`src/rtl/frame_sender.sv`:
```
// frame_sender: packs PackedNum pixels per byte and emits framed bytes
// (HeaderByte0, HeaderByte1, then BytesOut payload bytes) toward a UART TX.
//
// Ports:
//   clk_i, rst_ni         clock, async active-low reset
//   unpacked_i            pixel data
//   valid_i / ready_o     pixel stream handshake
//   data_o                byte to the UART TX
//   valid_o / ready_i     byte stream handshake
//   cts_i                 peer RTS; 1 = peer may receive
//   busy_o                high from frame start until the last byte leaves
//   frame_done_o          pulse on the last payload byte handshake
module frame_sender #(
    parameter int         UnpackedWidth  = 1,
    parameter int         PackedNum      = 8,
    parameter int         PacketLenElems = 76800,
    parameter logic [7:0] HeaderByte0    = 8'hA5,
    parameter logic [7:0] HeaderByte1    = 8'h5A
) (
    input  logic                     clk_i,
    input  logic                     rst_ni,
    input  logic [UnpackedWidth-1:0] unpacked_i,
    input  logic                     valid_i,
    output logic                     ready_o,
    output logic [7:0]               data_o,
    output logic                     valid_o,
    input  logic                     ready_i,
    input  logic                     cts_i,
    output logic                     busy_o,
    output logic                     frame_done_o
);

    localparam int BytesOut = PacketLenElems / PackedNum;
    localparam int PixW  = (PackedNum > 1) ? $clog2(PackedNum) : 1;
    localparam int ByteW = (BytesOut > 1) ? $clog2(BytesOut) : 1;
    localparam int LoadW = $clog2(BytesOut + 1);

    localparam logic [PixW-1:0]  PixLast  = PixW'(PackedNum - 1);
    localparam logic [ByteW-1:0] ByteLast = ByteW'(BytesOut - 1);
    localparam logic [LoadW-1:0] LoadAll  = LoadW'(BytesOut);

    typedef enum logic [1:0] {
        IDLE,
        HDR0,
        HDR1,
        PAYLOAD
    } state_t;

    state_t            state_q;
    logic [PixW-1:0]   pix_cnt_q;
    logic [ByteW-1:0]  byte_cnt_q;
    logic [LoadW-1:0]  load_cnt_q;
    logic [7:0]        pack_q;
    logic [7:0]        pack_d;
    logic [7:0]        data_q;
    logic              out_full_q;
    logic              launched_q;

    logic out_hs;
    logic pix_hs;
    logic byte_done;
    logic last_hs;

    // Once launched, a byte stays valid even if the peer drops RTS.
    assign valid_o = out_full_q & (cts_i | launched_q);
    assign out_hs  = valid_o & ready_i;

    // load_cnt_q stops pixels of the next frame from being packed
    // behind the last payload byte of the current one.
    assign ready_o = (state_q == PAYLOAD)
                   & (load_cnt_q != LoadAll)
                   & ((pix_cnt_q != PixLast) | ~out_full_q | out_hs);

    assign pix_hs    = valid_i & ready_o;
    assign byte_done = pix_hs & (pix_cnt_q == PixLast);
    assign last_hs   = (state_q == PAYLOAD) & out_hs
                     & (byte_cnt_q == ByteLast);

    assign frame_done_o = last_hs;
    assign busy_o       = (state_q != IDLE) | out_full_q;
    assign data_o       = data_q;

    // First pixel of a byte lands at the LSB.
    always_comb begin
        pack_d = pack_q;
        pack_d[int'(pix_cnt_q) * UnpackedWidth +: UnpackedWidth] = unpacked_i;
    end

    always_ff @(posedge clk_i or negedge rst_ni) begin
        if (!rst_ni) begin
            state_q    <= IDLE;
            pix_cnt_q  <= '0;
            byte_cnt_q <= '0;
            load_cnt_q <= '0;
            pack_q     <= '0;
            data_q     <= '0;
            out_full_q <= 1'b0;
            launched_q <= 1'b0;
        end else begin
            if (out_hs) begin
                out_full_q <= 1'b0;
                launched_q <= 1'b0;
            end else if (valid_o) begin
                launched_q <= 1'b1;
            end

            unique case (state_q)
                IDLE: begin
                    if (valid_i) state_q <= HDR0;
                end
                HDR0: begin
                    if (!out_full_q) begin
                        data_q     <= HeaderByte0;
                        out_full_q <= 1'b1;
                    end else if (out_hs) begin
                        data_q     <= HeaderByte1;
                        out_full_q <= 1'b1;
                        state_q    <= HDR1;
                    end
                end
                HDR1: begin
                    if (out_hs) state_q <= PAYLOAD;
                end
                PAYLOAD: begin
                    if (out_hs) begin
                        if (last_hs) begin
                            byte_cnt_q <= '0;
                            load_cnt_q <= '0;
                            state_q    <= IDLE;
                        end else begin
                            byte_cnt_q <= byte_cnt_q + 1'b1;
                        end
                    end
                    if (pix_hs) begin
                        pack_q <= pack_d;
                        if (byte_done) begin
                            // Overrides the clear from a same-cycle handshake.
                            pix_cnt_q  <= '0;
                            data_q     <= pack_d;
                            out_full_q <= 1'b1;
                            load_cnt_q <= load_cnt_q + 1'b1;
                        end else begin
                            pix_cnt_q <= pix_cnt_q + 1'b1;
                        end
                    end
                end
                default: state_q <= IDLE;
            endcase
        end
    end

endmodule

```
`config.mk`:
```
export PLATFORM = sky130hd
export DESIGN_NAME = frame_sender
export DESIGN_NICKNAME = d
export VERILOG_FILES = /design/src/rtl/frame_sender.sv
export SDC_FILE = /design/constraint.sdc
export NUM_CORES = 1
export LEC_CHECK = 0
export BUFFER_PORTS_ARGS = -buffer_cell sky130_fd_sc_hd__buf_2
export CAP_MARGIN = 10
export CORE_MARGIN = 10
export CORE_UTILIZATION = 60
export DETAILED_ROUTE_END_ITERATION = 12
export GPL_ROUTABILITY_DRIVEN = 0
export PLACE_DENSITY = 0.79
export SYNTH_ARGS = -nofsm -noshare
export SYNTH_HDL_FRONTEND = slang
export SYNTH_SLANG_ARGS = --single-unit
```
`constraint.sdc`:
```
create_clock -name clk_i -period 2.6 [get_ports clk_i]
set_input_delay 0.26 -clock clk_i [delete_from_list [all_inputs] [get_ports clk_i]]
set_output_delay 0.26 -clock clk_i [all_outputs]
set_load 0.01 [all_outputs]
```
==> impl_metrics.toml, run 1 <==
[setup_path]
critical_path.max_fanout = 7
reg2reg_to = "data_o[2]"
required_ns = 2.80
crit_path_top_delay_cell = "dfrtp_1"
worstPathArrival_ns = 2.56
slowest_delay_ns = 0.46
rrSetupSlack_ns = 0.24
cp-end-kind = "flip-flop"
rr_startpoint = "pix_cnt_q[0]"
crit_chain = "inv_1 > ha_1 > ha_1 > nand2_1 > nor4_1 > mux2i_1 > nor2_1 > a211o_1"
r2r_cells = 8
start_kind = "flip-flop"
cp_top_family = "adder cells"
cp_common_cell = "ha_1"
path_buf_inv = 1
crit_type = "flip-flop to flip-flop"

[finish]
area_growth_pct = 9.682
final_nets = 334
diodes = 0
drive_gt1_share_pct = 17.35
design_area_um2 = 3232

[sta]
setup_viol = 0
tns_ns = 0
min_period_ns = 2.357
hold_violations = 0
maxSlewViolCount = 0
finalClockSkew_ns = 0.008760
tightest_slew_ns = 0.5176
fin_crit_sh_pct = 90.64
relSlewSlack_pct = 65.46
rsz0062_at_grt = "no"
fmax_ghz = 0.4243

[route]
firstDrtPassIters = 4
post_drt_wl_per_cell_um = 15.88
vias = 2294
drc_errors = 0
drt_wl_total_mm = 6.096
ant_nets = 0
drt_iter0_markers = 185
via_per_inst = 5.974

[clock_tree]
cts_tree = "done"
root_buffer = "clkbuf_8"
cts_sinks = 51
cts_hold_buf = 1
postCtsSetupBuffers = 0
clockBufferDepth = 2
clkLatencyLatePin_ns = 0.31
htree_levels = 2
post_cts_resized = 0
cts_made_buffers = 5
path_clk_slew_ns = 0.09

[synthesis]
ys_types = 50
yosysTopAreaCell = "dfrtp_1"
ys.flop_type = "dfrtp_1"
yosys_warnings = 0
yosysMostFrequentCell = "dfrtp_1"
syn-instance-count = 294
syn_area_um2 = 2947
ys_seq_area_share_pct = 43.31
ys_ff_latch = 51
synthTopCellsByArea = "dfrtp_1 43%, mux2_2 5.4%, ha_1 5.1%"
synth-edff-count = 0
async_flop_share_pct = 100.0
synthTopCellsByCount = "51 x dfrtp_1, 22 x nor2_1, 20 x nand2_1, 17 x nor3_1"
synth_fp_nets = 312
synth_top_area_share_pct = 43.31
syn_avg_cell_area_um2 = 10.02

[placement]
placed_cell_area_um2 = 3104
port_buffers = 17
dp_hpwl_mm = 4.487

[run_status]
status = "finished, final reports clean"

[pwr]
clock_power_share_pct = 18.7
power_density_nw_per_um2 = 943.1
seqPwrFrac_pct = 38.2
swShare_pct = 38.03
peakVddDrop_mv = 0.6468
p_sw_mw = 1.159
leakagePower_nw = 1.572
p_comb_share_pct = 43.1
power.internal_mw = 1.889

[floorplan]
core-area_um2 = 4755
rows = 25
die_h_um = 90.08
die_w_um = 90.08
io_pins = 18
dieArea_um2 = 8114
start_util_pct = 61.97

[global_routing]
grtUsageTotal_pct = 15.81
antenna_found_initial = 0
grt_first_pass_wirelength_mm = 10.95
grt_overflow = 0
grt_pass1_vias = 2261
grt_max_degree = 26

[run]
max_cap_violations = 0

[worst_hold_path]
hold_path.class = "primary input to async pin"
worst max-delay path by stage:
stage	startpoint	slack, ns	cells after the start	end
2_1_floorplan	pix_cnt_q[0]	0.56	7	pack_q[1]
3_5_place_dp	pix_cnt_q[0]	0.33	7	pack_q[1]
6_report	pix_cnt_q[0]	0.24	8	data_o[2]
4_1_cts	pix_cnt_q[0]	0.31	7	pack_q[1]
5_1_grt	pix_cnt_q[0]	0.08	8	data_o[2]
3_3_place_gp	pix_cnt_q[0]	0.33	7	pack_q[6]
kinds of logic (layout without fill, tap and decap cells):
group	after synthesis	count (layout)	synth area share, %
buffers and inverters	20	43	3.312
adder cells (fa/ha/maj)	12	12	5.095
AO/OA/AOI/OAI	44	44	11.21
flip-flops	51	51	43.31
AND/OR/NAND/NOR	132	132	25.01
multiplexers	25	25	9.087
XOR/XNOR	10	10	2.973
through the flow:
step                hold WS (ns)  setup slack (ns)  utilization, %  power (mW)  std cells
finish                    0.3209            0.2432           67.97       3.048        384
global route              0.3298           0.08337           67.97       3.293        384
CTS                       0.3161            0.3076           67.97       3.060        384
detailed placement        0.1198            0.3322           65.29       2.480        375
global placement          0.1174            0.3277           65.29       2.423        375
floorplan               -0.03559            0.5646               -       2.104        294
per-layer routing:
| metal | up-vias | track usage (%) | share of wire, % |
|---|---|---|---|
| met4 | 0 | 4.244 | 0.66 |
| met2 | 49 | 24.39 | 46 |
| met1 | 1118 | 21.85 | 49 |
| met5 | - | 0 | 0 |
| li1 | 1122 | - | - |
| met3 | 5 | 3.325 | 4.0 |
power by group through the flow:
| stage | clock, mW | sequential (mW) | combinational (mW) |
|---|---|---|---|
| floorplan | 0 | 1.15 | 0.953 |
| global placement | 0 | 1.16 | 1.26 |
| finish | 0.570 | 1.16 | 1.31 |
| detailed placement | 0 | 1.17 | 1.31 |
| global route | 0.613 | 1.19 | 1.49 |
| CTS | 0.585 | 1.16 | 1.31 |
worst register-to-register path, delay by kind of cell, from the launching register on:
family                     cells  cell delay, ns
and+or+nand+nor                3            0.56
adders and majority gates      2            0.58
DFF                            1            0.46
buffers and inverters          1            0.11
AOI/OAI and AO/OA              1            0.27
muxes                          1            0.27
state kept, by name, summed over array words and instances, names as in the netlist:
register	cells
pix_cnt_q	3
pack_q	8
byte_cnt_q	14
state_q	2
load_cnt_q	14
out_full_q	1
data_o	8
launched_q	1
layout by cell type, fill, tap and decap left out, types with 12 or more instances in the layout:
master / n
ha_1: 12
mux2_2: 14
nand3_1: 14
nor2_1: 22
nand2_1: 20
buf_2: 17
dfrtp_1: 51
nor3_1: 17
final cells by class:
| cell class | instances | area [µm²] |
|---|---|---|
| fillers | 385 | 1523 |
| well taps | 67 | 83.83 |
| clock buffers | 6 | 82.58 |
| repair buffers | 24 | 140.1 |
| flip-flops and latches | 51 | 1276 |
| clock inverters | 2 | 35.03 |
| inverters | 11 | 41.29 |
| multi-input cells | 223 | 1573 |
Note: power is estimated with default switching activity, not from simulation.
==> inputs of run 2 (changes only) <==
ABC_AREA = 1   (was not set)
GPL_ROUTABILITY_DRIVEN = not set   (was 0)
RECOVER_POWER = 100   (was not set)
==> impl_metrics.toml, run 2 <==
[route]
drc_errors = 0
ant_nets = 0
firstDrtPassIters = 4
drt_iter0_markers = 169
vias = 2644
post_drt_wl_per_cell_um = 12.54
via_per_inst = 5.256
drt_wl_total_mm = 6.309

[finish]
largestRegisters = "byte_cnt_q x14, load_cnt_q x14"
drive_gt1_share_pct = 5.543
num-fill-cells = 479
final_nets = 450
design_area_um2 = 3283
layout_common_cells = "110 x nand2_1, 67 x nand3_1, 53 x inv_1"
diodes = 0
final_common_cell = "nand2_1"
area_growth_pct = 4.584
final_util_pct = 64.69

[sta]
tns_ns = 0
setup_viol = 0
maxSlewViolCount = 0
fin_crit_sh_pct = 90.55
fin_ws_ns = 0.2456
fmax_ghz = 0.4247
tightest_slew_ns = 1.227
rsz0062_at_grt = "no"
finalClockSkew_ns = 0.002741
hold_violations = 0
relSlewSlack_pct = 18.21
min_period_ns = 2.354

[synthesis]
syn-instance-count = 414
ys_types = 33
ys_seq_area_share_pct = 40.65
synthTopCellsByArea = "dfrtp_1 41%, nand2_1 13%, nand3_1 11%"
ys.flop_type = "dfrtp_1"
yosys_warnings = 0
ys_ff_latch = 51
async_flop_share_pct = 100.0
yosysTopAreaCell = "dfrtp_1"
synth_fp_nets = 432
yosysMostFrequentCell = "nand2_1"
synthTopCellsByCount = "108 x nand2_1, 67 x nand3_1, 52 x inv_1, 51 x dfrtp_1, 28 x nor2_1"
syn_area_um2 = 3139
syn_avg_cell_area_um2 = 7.583
synth_top_area_share_pct = 40.65
synth-edff-count = 0

[run]
max_cap_violations = 0

[global_routing]
grt_overflow = 0
grt_pass1_vias = 2514
antenna_found_initial = 0
grt_max_degree = 52
grt_first_pass_wirelength_mm = 10.96
grtUsageTotal_pct = 15.18

[clock_tree]
post_cts_resized = 0
clockBufferDepth = 2
cts_tree = "done"
htree_levels = 2
postCtsSetupBuffers = 0
root_buffer = "clkbuf_8"
cts_sinks = 51
clkLatencyLatePin_ns = 0.30
cts_made_buffers = 5
path_clk_slew_ns = 0.09
cts_hold_buf = 0

[setup_path]
cp-end-kind = "output port"
start_kind = "flip-flop"
crit_type = "flip-flop to output port"
rr_startpoint = "state_q[0]"
critical_path.max_fanout = 12
rrSetupSlack_ns = 0.29
reg2reg_to = "state_q[1]"
r2r_cells = 8
required_ns = 2.34
cp-endpoint = "frame_done_o"
critPathLaunch = "state_q[0]"
worstPathArrival_ns = 2.09

[floorplan]
dieArea_um2 = 8526
die_h_um = 92.34
die_w_um = 92.34
rows = 26
core-area_um2 = 5075
start_util_pct = 61.86
io_pins = 18

[pwr]
leakagePower_nw = 1.726
power_density_nw_per_um2 = 762.3
peakVddDrop_mv = 0.5354

[placement]
placed_cell_area_um2 = 3269
gp_congestion = 0.9016
dp_hpwl_mm = 4.644
preCtsSetupSlack_ns = 0.4919
port_buffers = 17

[worst_hold_path]
hold_path.class = "primary input to async pin"

[run_status]
status = "finished, final reports clean"
run 2: changes by cell type in the layout (fill, tap and decap cells not counted), moves of 12 or more:
cell      change
nand2_1      +90
nand3_1      +53
inv_1        +42
o21ai_0      +18
mux2_2       -14
buf_2        -12
clkbuf_1     +12
run 2: metrics by stage:
stage	power (mW)	hold slack, ns	instances
floorplan	1.835	-0.03559	414
global placement	2.062	0.4138	495
detailed placement	2.099	0.4086	495
CTS	2.546	0.07452	503
global route	2.727	0.3468	503
finish	2.503	0.2860	503
run 2: cell type report:
class	instances	area [µm²]	share of cell area, %
timing repair buffer	21	95.09	2.896
multi-input combinational	298	1534	46.72
sequential	51	1276	38.87
tap	70	87.58	2.668
inverter	55	206.4	6.288
clock buffer	5	68.82	2.096
clock inverter	3	15.01	0.4573
run 2: worst min path at each step:
stage	end	slack, ns	start	cells past startpoint
after floorplan	byte_cnt_q[0]	-0.04	rst_ni	0
after global routing	byte_cnt_q[1]	0.35	ready_i	4
after global placement	load_cnt_q[3]	0.41	rst_ni	2
after CTS	load_cnt_q[2]	0.07	rst_ni	2
final	load_cnt_q[3]	0.29	rst_ni	2
after detailed placement	load_cnt_q[3]	0.41	rst_ni	2
run 2: worst max-delay path, stage by stage (launching register included):
cell	delay (ns)
dfrtp_1	0.41
ha_1	0.18
inv_1	0.10
nor2_4	0.27
nand3_1	0.21
nor2_1	0.20
nand3_1	0.18
inv_1	0.09
clkbuf_1	0.15
run 2: logic make-up after synthesis:
kind of cell / synth area share [%]
AO/OA/AOI/OAI: 6.218
XOR/XNOR: 4.743
adder cells (fa/ha/maj): 4.783
buffers and inverters: 8.888
flip-flops: 40.65
multiplexers: 0.3189
AND/OR/NAND/NOR: 34.40
run 2: layer usage:
metal	track usage (%)	routed length, µm	up-vias
li1	-	-	1366
met5	0	0	-
met1	19.91	3255	1237
met2	24.00	2831	36
met3	3.390	166	5
met4	5.527	56	0
run 2: power by group:
| part | internal, mW | total [mW] | switching, mW | leakage [nW] |
|---|---|---|---|---|
| Combinational | 0.310 | 0.939 | 0.629 | 1.04 |
| Clock | 0.185 | 0.438 | 0.254 | 0.0477 |
| Sequential | 0.988 | 1.13 | 0.137 | 0.638 |
==> inputs of run 3 (changes only) <==
REMOVE_ABC_BUFFERS = 1   (was not set)
==> impl_metrics.toml, run 3 (same netlist as run 2, synthesis figures left out) <==
[clock_tree]
path_clk_slew_ns = 0.09
cts_tree = "done"
cts_hold_buf = 1
postCtsSetupBuffers = 0
clockBufferDepth = 2
htree_levels = 2
root_buffer = "clkbuf_8"
post_cts_resized = 0
clkLatencyLatePin_ns = 0.31
cts_made_buffers = 5
cts_sinks = 51

[setup_path]
critical_path.max_fanout = 12
required_ns = 2.34
worstPathArrival_ns = 2.03
cp-end-kind = "output port"
crit_type = "flip-flop to output port"
start_kind = "flip-flop"

[route]
route.met2.wl_mm = 3.042
via_per_inst = 5.418
drc_errors = 0
vias = 2736
wl_met1_mm = 3.222
highest_layer = "met4"
drt_iter0_markers = 165
dr_wl_met3_um = 312
firstDrtPassIters = 5
post_drt_wl_per_cell_um = 13.23
ant_nets = 0
drt_wl_total_mm = 6.680

[floorplan]
die_h_um = 92.34
dieArea_um2 = 8526
die_w_um = 92.34
rows = 26
start_util_pct = 61.86
io_pins = 18
core-area_um2 = 5075

[sta]
fmax_ghz = 0.4366
setup_viol = 0
tns_ns = 0
maxSlewViolCount = 0
hold_violations = 0
rsz0062_at_grt = "no"
relSlewSlack_pct = 27.12
finalClockSkew_ns = 0.008605
fin_crit_sh_pct = 88.09
min_period_ns = 2.290
tightest_slew_ns = 1.093

[finish]
final_common_cell = "nand2_1"
largestRegisters = "byte_cnt_q x14, load_cnt_q x14"
drive_gt1_share_pct = 5.057
num-fill-cells = 448
final_nets = 452
layout_common_cells = "110 x nand2_1, 69 x nand3_1, 52 x inv_1"
final_util_pct = 65.36
diodes = 0
area_growth_pct = 5.660

[global_routing]
grt_max_degree = 24
grt_pass1_vias = 2649
grt_overflow = 0
grt_first_pass_wirelength_mm = 12.02
grtUsageTotal_pct = 16.76
antenna_found_initial = 0

[placement]
port_buffers = 17
gp_congestion = 0.9141
dp_hpwl_mm = 4.957

[run]
max_cap_violations = 0

[run_status]
status = "finished, final reports clean"

[pwr]
power.total_mw = 2.531
leakagePower_nw = 1.738
power_density_nw_per_um2 = 763.1
peakVddDrop_mv = 0.4717

[worst_hold_path]
hold_path.class = "primary input to flip-flop"
==> run 3: cell types whose count changed in the layout (fill, tap and decap cells not counted), sizes merged <==
cell / previous run / this run
dlygate4sd3: 0 / 1
inv: 53 / 54
clkbuf: 19 / 23
clkinv: 5 / 2
buf: 7 / 6
==> run 3: cell type report <==
type / count / area [µm²] / area share [%]
inverter: 55 / 206.4 / 6.224
tap: 70 / 87.58 / 2.641
timing repair buffer: 23 / 106.4 / 3.206
clock inverter: 1 / 5.005 / 0.1509
clock buffer: 7 / 76.32 / 2.301
sequential: 51 / 1276 / 38.48
multi-input combinational: 298 / 1559 / 47.00
==> run 3: report_power, final <==
| part | total (mW) | internal (mW) | switching [mW] |
|---|---|---|---|
| Combinational | 0.957 | 0.312 | 0.645 |
| Sequential | 1.12 | 0.988 | 0.136 |
| Clock | 0.450 | 0.190 | 0.261 |
| Total | 2.53 | 1.49 | 1.04 |
==> run 3: final timing paths <==
path | start | to | slack [ns] | cells after the start
worst max-delay path | out_full_q | frame_done_o | 0.31 | 7
worst min-delay path | cts_i | launched_q | 0.36 | 5
worst max register to register | pix_cnt_q[0] | load_cnt_q[13] | 0.36 | 10
worst min register to register | data_o[5] | data_o[5] | 0.48 | 2
max in group asynchronous | rst_ni | pack_q[7] | 0.52 | 3
min in group asynchronous | rst_ni | load_cnt_q[2] | 0.59 | 2
==> run 3: layer usage <==
metal  up-vias  track usage [%]
met1      1279            22.62
met4         0            6.812
li1       1384                -
met2        62            25.29
met5         -                0
met3        11            3.955
==> run 3: stage by stage <==
stage,instance area [µm²],hold WS [ns],setup slack [ns],cells
3_3_place_gp,3277,0.1961,0.5627,496
4_1_cts,3368,0.3234,0.3095,505
5_1_grt,3317,0.3573,0.07742,505
3_5_place_dp,3277,0.2001,0.4816,496
6_report,3317,0.3565,0.3096,505
2_1_floorplan,3067,-0.03559,0.5080,404
==> run 3: worst max-delay path, cell delays in order, from the launching register on <==
cell      delay [ns]
dfrtp_1         0.43
nand3_1         0.23
nor2_4          0.32
nand3_1         0.19
nor2_1          0.16
nand3_1         0.15
inv_1           0.09
clkbuf_1        0.15
